File: src/rtl/gray_enc_arbiter_if.sv
// gray_enc_arbiter_if: requester, grant and Gray-coded output bus of the shared encoder
interface gray_enc_arbiter_if #(
  parameter int N_REQ = 4,
  parameter int DW    = 3,
  parameter int IDW   = 2,
  parameter int CW    = 8
);
  logic [N_REQ-1:0]    req;
  logic [N_REQ*DW-1:0] req_data;
  logic [N_REQ-1:0]    grant;
  logic                out_valid;
  logic [DW-1:0]       out_data;
  logic [IDW-1:0]      out_id;
  logic                out_ready;
  logic                busy;
  logic [CW-1:0]       xfer_cnt;
  modport master (
    output req, req_data, out_ready,
    input  grant, out_valid, out_data, out_id, busy, xfer_cnt
  );
  modport slave (
    input  req, req_data, out_ready,
    output grant, out_valid, out_data, out_id, busy, xfer_cnt
  );
endinterface

File: src/rtl/gray_enc_arbiter.sv
// gray_enc_arbiter: round-robin arbiter sharing one binary-to-Gray encoder among N_REQ requesters
module gray_enc_arbiter #(
  parameter int N_REQ = 4,
  parameter int DW    = 3,
  parameter int IDW   = 2,
  parameter int CW    = 8
) (
  input  logic                clk,
  input  logic                rst_n,
  gray_enc_arbiter_if.slave   bus
);
  typedef enum logic {EMPTY, FULL} state_t;
  state_t         state;
  logic [IDW-1:0] ptr, win;
  logic           found, accept, next_valid;
  logic [DW-1:0]  lane;
  // descending scan so the lowest offset from ptr wins
  always_comb begin
    win   = '0;
    found = 1'b0;
    for (int k = N_REQ - 1; k >= 0; k--) begin
      if (bus.req[(int'(ptr) + k) % N_REQ]) begin
        win   = IDW'((int'(ptr) + k) % N_REQ);
        found = 1'b1;
      end
    end
  end
  assign accept        = found && (state == EMPTY || bus.out_ready);
  assign next_valid    = accept || (state == FULL && !bus.out_ready);
  assign lane          = bus.req_data[int'(win)*DW +: DW];
  assign bus.grant     = (accept && rst_n) ? (N_REQ'(1) << win) : '0;
  assign bus.out_valid = state == FULL;
  always_ff @(posedge clk or negedge rst_n) begin
    if (!rst_n) begin
      state        <= EMPTY;
      bus.out_data <= '0;
      bus.out_id   <= '0;
      bus.busy     <= 1'b0;
      bus.xfer_cnt <= '0;
      ptr          <= '0;
    end else begin
      state    <= next_valid ? FULL : EMPTY;
      bus.busy <= (|bus.req) || next_valid;
      if (accept) begin
        bus.out_data <= lane ^ (lane >> 1);
        bus.out_id   <= win;
        ptr          <= (win == IDW'(N_REQ - 1)) ? '0 : win + 1'b1;
        bus.xfer_cnt <= bus.xfer_cnt + 1'b1;
      end
    end
  end
endmodule

File: src/flat_wrapper.sv
// flat-port wrapper written by rule: the top's interface ports become plain ports
module gray_enc_arbiter_flat 
#(
  parameter int N_REQ = 4,
  parameter int DW    = 3,
  parameter int IDW   = 2,
  parameter int CW    = 8
)
  (clk, rst_n, bus_req, bus_req_data, bus_out_ready, bus_grant, bus_out_valid, bus_out_data, bus_out_id, bus_busy, bus_xfer_cnt);
  gray_enc_arbiter_if #(.N_REQ(N_REQ), .DW(DW), .IDW(IDW), .CW(CW)) bus_i ();
  input  logic clk;
  input  logic rst_n;
  input wire logic [$bits(bus_i.req)-1:0] bus_req;
  input wire logic [$bits(bus_i.req_data)-1:0] bus_req_data;
  input wire logic [$bits(bus_i.out_ready)-1:0] bus_out_ready;
  output wire logic [$bits(bus_i.grant)-1:0] bus_grant;
  output wire logic [$bits(bus_i.out_valid)-1:0] bus_out_valid;
  output wire logic [$bits(bus_i.out_data)-1:0] bus_out_data;
  output wire logic [$bits(bus_i.out_id)-1:0] bus_out_id;
  output wire logic [$bits(bus_i.busy)-1:0] bus_busy;
  output wire logic [$bits(bus_i.xfer_cnt)-1:0] bus_xfer_cnt;
  assign bus_i.req = bus_req;
  assign bus_i.req_data = bus_req_data;
  assign bus_i.out_ready = bus_out_ready;
  assign bus_grant = bus_i.grant;
  assign bus_out_valid = bus_i.out_valid;
  assign bus_out_data = bus_i.out_data;
  assign bus_out_id = bus_i.out_id;
  assign bus_busy = bus_i.busy;
  assign bus_xfer_cnt = bus_i.xfer_cnt;
  gray_enc_arbiter #(.N_REQ(N_REQ), .DW(DW), .IDW(IDW), .CW(CW)) u_core (.clk(clk), .rst_n(rst_n), .bus(bus_i));
endmodule
File: config.mk
export PLATFORM = sky130hd
export DESIGN_NAME = gray_enc_arbiter_flat
export DESIGN_NICKNAME = d
export VERILOG_FILES = /design/src/rtl/gray_enc_arbiter_if.sv /design/src/rtl/gray_enc_arbiter.sv /design/src/flat_wrapper.sv
export SDC_FILE = /design/constraint.sdc
export NUM_CORES = 1
export LEC_CHECK = 0
export BUFFER_PORTS_ARGS = -buffer_cell sky130_fd_sc_hd__buf_2
export CAP_MARGIN = 20
export CORE_MARGIN = 1
export CORE_UTILIZATION = 50
export DETAILED_ROUTE_END_ITERATION = 8
export PLACE_DENSITY_LB_ADDON = 0.08
export SLEW_MARGIN = 10
export SYNTH_ARGS = -nofsm -noshare
export SYNTH_HDL_FRONTEND = slang
export SYNTH_SLANG_ARGS = --single-unit
File: constraint.sdc
create_clock -name clk -period 4.7 [get_ports clk]
set_input_delay 0.94 -clock clk [delete_from_list [all_inputs] [get_ports clk]]
set_output_delay 0.94 -clock clk [all_outputs]
set_load 0.05 [all_outputs]
==> impl_metrics.toml, run 1 <==
[outcome]
status = "finished clean"

[timing]
min_period_over_period = 0.718
fmax_mhz = 296
hold_viol = 0
finalMaxSlewViolations = 0
finalClockSkew_ps = 8.50
rsz0062_at_grt = "no"
slew_headroom = 0.532
finalSetupTns_ps = 0
tightestPinTransition_ps = 702
setup_viol = 0
post-route-min-period_ps = 3380

[clock_network]
cts_buffer_depth = 2
path_clk_slew_ps = 100
post-cts-setup-buffers = 0
cts_hold_buffers = 0
cts_tree = "done"
cts_resized = 0
clkSinkCount = 17
cts_root_buf = "clkbuf_4"
numCtsBuffers = 3
htreeDepth = 1
clock_latency_ps = 300

[power]
p_sw_mw = 0.393
combPwrFrac = 0.551
clkPwrFrac = 0.107
p_int_mw = 0.349
leakage_nw = 0.635
peakVddDrop_mv = 0.515
seq_power_share = 0.342
finalPower_mw = 0.742
p_sw_frac = 0.529
p_per_area_mw_per_mm2 = 589

[flow_run]
cap_violations = 0

[synthesis]
synth_top_family_by_area = "simple AND/OR/NAND/NOR gates"
syn_avg_cell_area_um2 = 9.87
synth.top_cell.area_share = 0.415
yosys-top-cells-count = "17 x dfrtp_1, 17 x nand2_1, 10 x xnor2_1"
synth.yosys.seq_area_share = 0.415
synth_warnings = 0
synth_cell_types = 33
synth-compound-area-share = 0.152
synthXorXnorAreaFrac = 0.128
async_flop_share = 1.00
synth-seq-cells = 17
muxShareOfSynthArea = 0.00976
synthFlopType = "dfrtp_1"
synth-adder-area-share = 0.0610
synth-simple-area-share = 0.207
synth_nets = 128
syn_area_mm2 = 0.00103
yosys-top-cells-area = "dfrtp_1 41%, xnor2_1 8.5%, nand2_1 6.2%"
synth_edf_count = 0
netlist_instances = 104
synth.largest_area_cell = "dfrtp_1"

[final_layout]
final_cell_count_no_fill = 170
area_growth_pct = 22.8
final_cell_area_mm2 = 0.00126
layout-drive-gt1-share = 0.350
layout.nets = 168
n_antenna_cell = 0

[critical_path]
cp_max_fo = 7
cpMostUsedCell = "buf_2"
critPathLaunchType = "input port"
crit_family = "simple AND/OR/NAND/NOR gates"
worstPathCellList = "buf_2, and2b_2, a211oi_4, nor2_1, inv_2, ha_1, and3_1, buf_2"
crit_slowest_cell = "a211oi_4"
crit_buf_inv = 3
cp-end-kind = "primary output"
slowest_delay_ps = 260
worstPathRequired_ps = 3760
arrival_ps = 2440
path_class = "input port to primary output"

[global_routing]
grt_pass1_wl_um = 3060
first_global_vias = 738
grt_max_degree = 22
grt_use_total = 0.199
gr-total-overflow = 0
antenna_found_initial = 0

[hold_path]
min_path_type = "flip-flop to flip-flop"

[die]
coreArea_mm2 = 0.00194
die_x_um = 47.3
initial_core_util = 0.528
io_pins = 38
dieHeight_um = 47.3
rows = 16
die_area_mm2 = 0.00224

[drt]
detail_route.wl_per_cell_um = 11.8
vias = 869
first_pass_iters = 4
first_iter_violations = 12
postRouteAntennaNets = 0
wl_um = 2010
route.detailed.drc = 0
viasPerCell = 5.11

[place]
place_congestion = 0.755
place_area_mm2 = 0.00123
place_hpwl_um = 1580
dp.cells = 166
port_buffers = 37
-- power groups by stage --
stage | logic, mW | clock network (mW) | registers [mW]
global placement | 0.406 | 0 | 0.253
global route | 0.440 | 0.0877 | 0.260
finish | 0.409 | 0.0792 | 0.254
CTS | 0.413 | 0.0815 | 0.252
detailed placement | 0.412 | 0 | 0.255
floorplan | 0.152 | 0 | 0.415
-- final timing paths --
check / start / to / slack (ps) / cells past startpoint
max reg2reg: u_core.ptr[0] / u_core.bus.out_data[1] / 2950 / 6
max: bus_req[2] / bus_grant[0] / 1320 / 8
min: u_core.bus.xfer_cnt[7] / u_core.bus.xfer_cnt[7] / 480 / 1
min in group asynchronous: rst_n / u_core.bus.xfer_cnt[3] / 550 / 1
max in group asynchronous: rst_n / u_core.bus.xfer_cnt[1] / 3850 / 1
min reg2reg: u_core.bus.xfer_cnt[7] / u_core.bus.xfer_cnt[7] / 480 / 1
-- cell usage in the layout (no fill, tap or decap), types with 3 or more instances in the layout --
cell type	instances
buf_2	37
nand2_1	17
dfrtp_1	17
xnor2_1	10
and3_1	5
xor2_1	5
ha_1	5
nand3_1	4
nor3_1	4
o21ai_0	3
inv_1	3
a21oi_1	3
o211ai_1	3
clkbuf_4	3
-- registers in the layout, indices dropped and copies added, names as in the netlist --
register and count:
u_core.bus.out_data 3, u_core.bus.out_id 2, u_core.bus.busy 1, u_core.bus.out_valid 1
u_core.bus.xfer_cnt 8, u_core.ptr 2
-- layer usage --
| layer | track usage | share of wire | up-vias |
|---|---|---|---|
| met5 | 0 | 0 | - |
| met2 | 0.299 | 0.48 | 22 |
| met4 | 0.0743 | 0.016 | 0 |
| li1 | - | - | 441 |
| met1 | 0.266 | 0.46 | 401 |
| met3 | 0.0692 | 0.044 | 5 |
-- per-stage QoR --
| stage | utilization | hold WS, ps | setup WS [ps] |
|---|---|---|---|
| floorplan | - | 470 | 1530 |
| global placement | 0.635 | 456 | 1350 |
| detailed placement | 0.635 | 466 | 1330 |
| CTS | 0.649 | 496 | 1320 |
| global route | 0.649 | 520 | 1150 |
| finish | 0.649 | 485 | 1320 |
-- final cells by class --
type	instances	area (µm²)
multi-input combinational	81	573
fill	167	682
sequential	17	425
timing repair buffer	37	185
clock inverter	1	5.00
tap	27	33.8
inverter	4	15.0
clock buffer	3	22.5
-- worst reg2reg max path, cell delays in order (launching register included) --
cell and delay (ps):
dfrtp_1 410, and2b_2 270, a211oi_4 60, nor2_1 320, inv_2 140, a2111o_1 390
o211ai_1 90
-- kinds of logic (layout without fill, tap and decap cells) --
group / Yosys count / count (layout)
buffers and inverters: 6 / 45
DFF: 17 / 17
and+or+nand+nor: 41 / 41
muxes: 1 / 1
adders and majority gates: 5 / 5
AOI/OAI and AO/OA: 19 / 19
xor gates and xnor gates: 15 / 15
Note: power is estimated with default switching activity, not from simulation.
==> run 2: changes to the inputs <==
--- a/config.mk
+++ b/config.mk
@@ -8,7 +8,7 @@
 export BUFFER_PORTS_ARGS = -buffer_cell sky130_fd_sc_hd__buf_2
 export CAP_MARGIN = 20
 export CORE_MARGIN = 1
-export CORE_UTILIZATION = 50
+export CORE_UTILIZATION = 43
 export DETAILED_ROUTE_END_ITERATION = 8
 export PLACE_DENSITY_LB_ADDON = 0.08
 export SLEW_MARGIN = 10
==> constraint.sdc (replaced) <==
create_clock -name clk -period 2.85 [get_ports clk]
set_input_delay 0.57 -clock clk [delete_from_list [all_inputs] [get_ports clk]]
set_output_delay 0.57 -clock clk [all_outputs]
set_load 0.05 [all_outputs]
==> impl_metrics.toml, run 2 (synthesis results as in run 1) <==
[clock_network]
cts_root_buf = "clkbuf_4"
path_clk_slew_ps = 100
cts_tree = "done"
numCtsBuffers = 3
post-cts-setup-buffers = 0
clkSinkCount = 17
htreeDepth = 1
clock_latency_ps = 290
cts_buffer_depth = 2

[timing]
setup_viol = 0
finalMaxSlewViolations = 0
finalClockSkew_ps = 5.80
hold_viol = 0
min_period_over_period = 0.942
finalSetupTns_ps = 0
fmax_mhz = 372
slew_headroom = 0.596
rsz0062_at_grt = "no"
tightestPinTransition_ps = 606
post-route-min-period_ps = 2690

[die]
die_x_um = 50.8
die_area_mm2 = 0.00259
dieHeight_um = 50.8
rows = 17
initial_core_util = 0.459
coreArea_mm2 = 0.00223
io_pins = 38

[critical_path]
r2r_setup_slack_ps = 1060
slowest_delay_ps = 390
arrival_ps = 2120
cp_max_fo = 7
crit_family = "simple AND/OR/NAND/NOR gates"
cp-end-kind = "primary output"
worstPathRequired_ps = 2280
crit_slowest_cell = "dfrtp_1"
critPathLaunchType = "flip-flop"
path_class = "flip-flop to primary output"
crit_buf_inv = 2
worstPathCellList = "and2b_2, a211oi_4, nor2_1, inv_2, ha_1, and3_1, buf_2"

[place]
place_area_mm2 = 0.00125
place_congestion = 0.769
place_hpwl_um = 1710
port_buffers = 37
dp.cells = 169

[drt]
viasPerCell = 5.11
vias = 884
postRouteAntennaNets = 0
wl_um = 2160
first_iter_violations = 9
first_pass_iters = 4
detail_route.wl_per_cell_um = 12.5
route.detailed.drc = 0

[global_routing]
grt_max_degree = 22
first_global_vias = 823
gr-total-overflow = 0
grt_pass1_wl_um = 3570
grt_use_total = 0.190
antenna_found_initial = 0

[power]
leakage_nw = 0.644
finalPower_mw = 1.23
peakVddDrop_mv = 0.810
p_per_area_mw_per_mm2 = 961

[flow_run]
cap_violations = 0

[final_layout]
area_growth_pct = 24.5
fillCellCount = 235
layout_common_cells = "37 x buf_2, 17 x nand2_1, 16 x dfrtp_1, 10 x xnor2_1"
n_antenna_cell = 0
largest_registers = "u_core.bus.xfer_cnt (8), u_core.bus.out_data (3)"
layout-drive-gt1-share = 0.366
final_cell_area_mm2 = 0.00128
layout_commonest_cell = "buf_2"
regArea_um2 = 427
layout.nets = 170
multi_input_area_um2 = 573
final_cell_count_no_fill = 173
largest_register = "u_core.bus.xfer_cnt"
largest_reg_flops = 8

[outcome]
status = "finished clean"

[hold_path]
min_path_type = "input port to asynchronous set/reset pin"
## run 2: cell types whose count changed in the layout (fill, tap and decap cells not counted)
cell	before	now
dfrtp_2	0	1
dfrtp_1	17	16
buf_4	0	2
## run 2: layout make-up
cell class                 count  share of cell area
inverter                       4              0.0118
multi-input combinational     81               0.449
clock buffer                   3              0.0176
clock inverter                 1             0.00392
sequential                    17               0.334
timing repair buffer          39               0.157
tap                           28              0.0274
## run 2: timing repair
item | CTS | global route
gates resized for setup | 0 | 1
setup endpoints to repair | 0 | 2
endpoints found under the hold margin | 0 | 0
hold buffers | 0 | 0
## run 2: path summary, 6_finish.rpt
path / cells past startpoint / to / start
worst max-delay path: 7 / bus_grant[0] / u_core.ptr[0]
worst min-delay path: 1 / u_core.bus.xfer_cnt[5] / rst_n
worst max register to register: 6 / u_core.bus.out_data[1] / u_core.ptr[0]
worst min register to register: 1 / u_core.bus.xfer_cnt[7] / u_core.bus.xfer_cnt[7]
max in group asynchronous: 1 / u_core.ptr[1] / rst_n
min in group clk: 1 / u_core.bus.xfer_cnt[7] / u_core.bus.xfer_cnt[7]
## run 2: routing by layer
| layer | track usage | share of wire | up-vias |
|---|---|---|---|
| met4 | 0.0648 | 0.0051 | 0 |
| met1 | 0.234 | 0.43 | 415 |
| met2 | 0.311 | 0.51 | 25 |
| met5 | 0 | 0 | - |
| met3 | 0.0625 | 0.055 | 2 |
| li1 | - | - | 442 |
## run 2: power breakdown
part	internal, mW	switching, mW	total [mW]
combinational	0.195	0.485	0.680
sequential	0.332	0.0888	0.421
clock	0.0522	0.0748	0.127
total	0.579	0.648	1.23
## run 2: per-stage QoR
stage,utilization,setup slack (ps),hold slack (ps)
global placement,0.559,219,455
global route,0.572,3.89,204
detailed placement,0.559,202,460
CTS,0.571,131,196
finish,0.572,165,191
floorplan,-,420,274
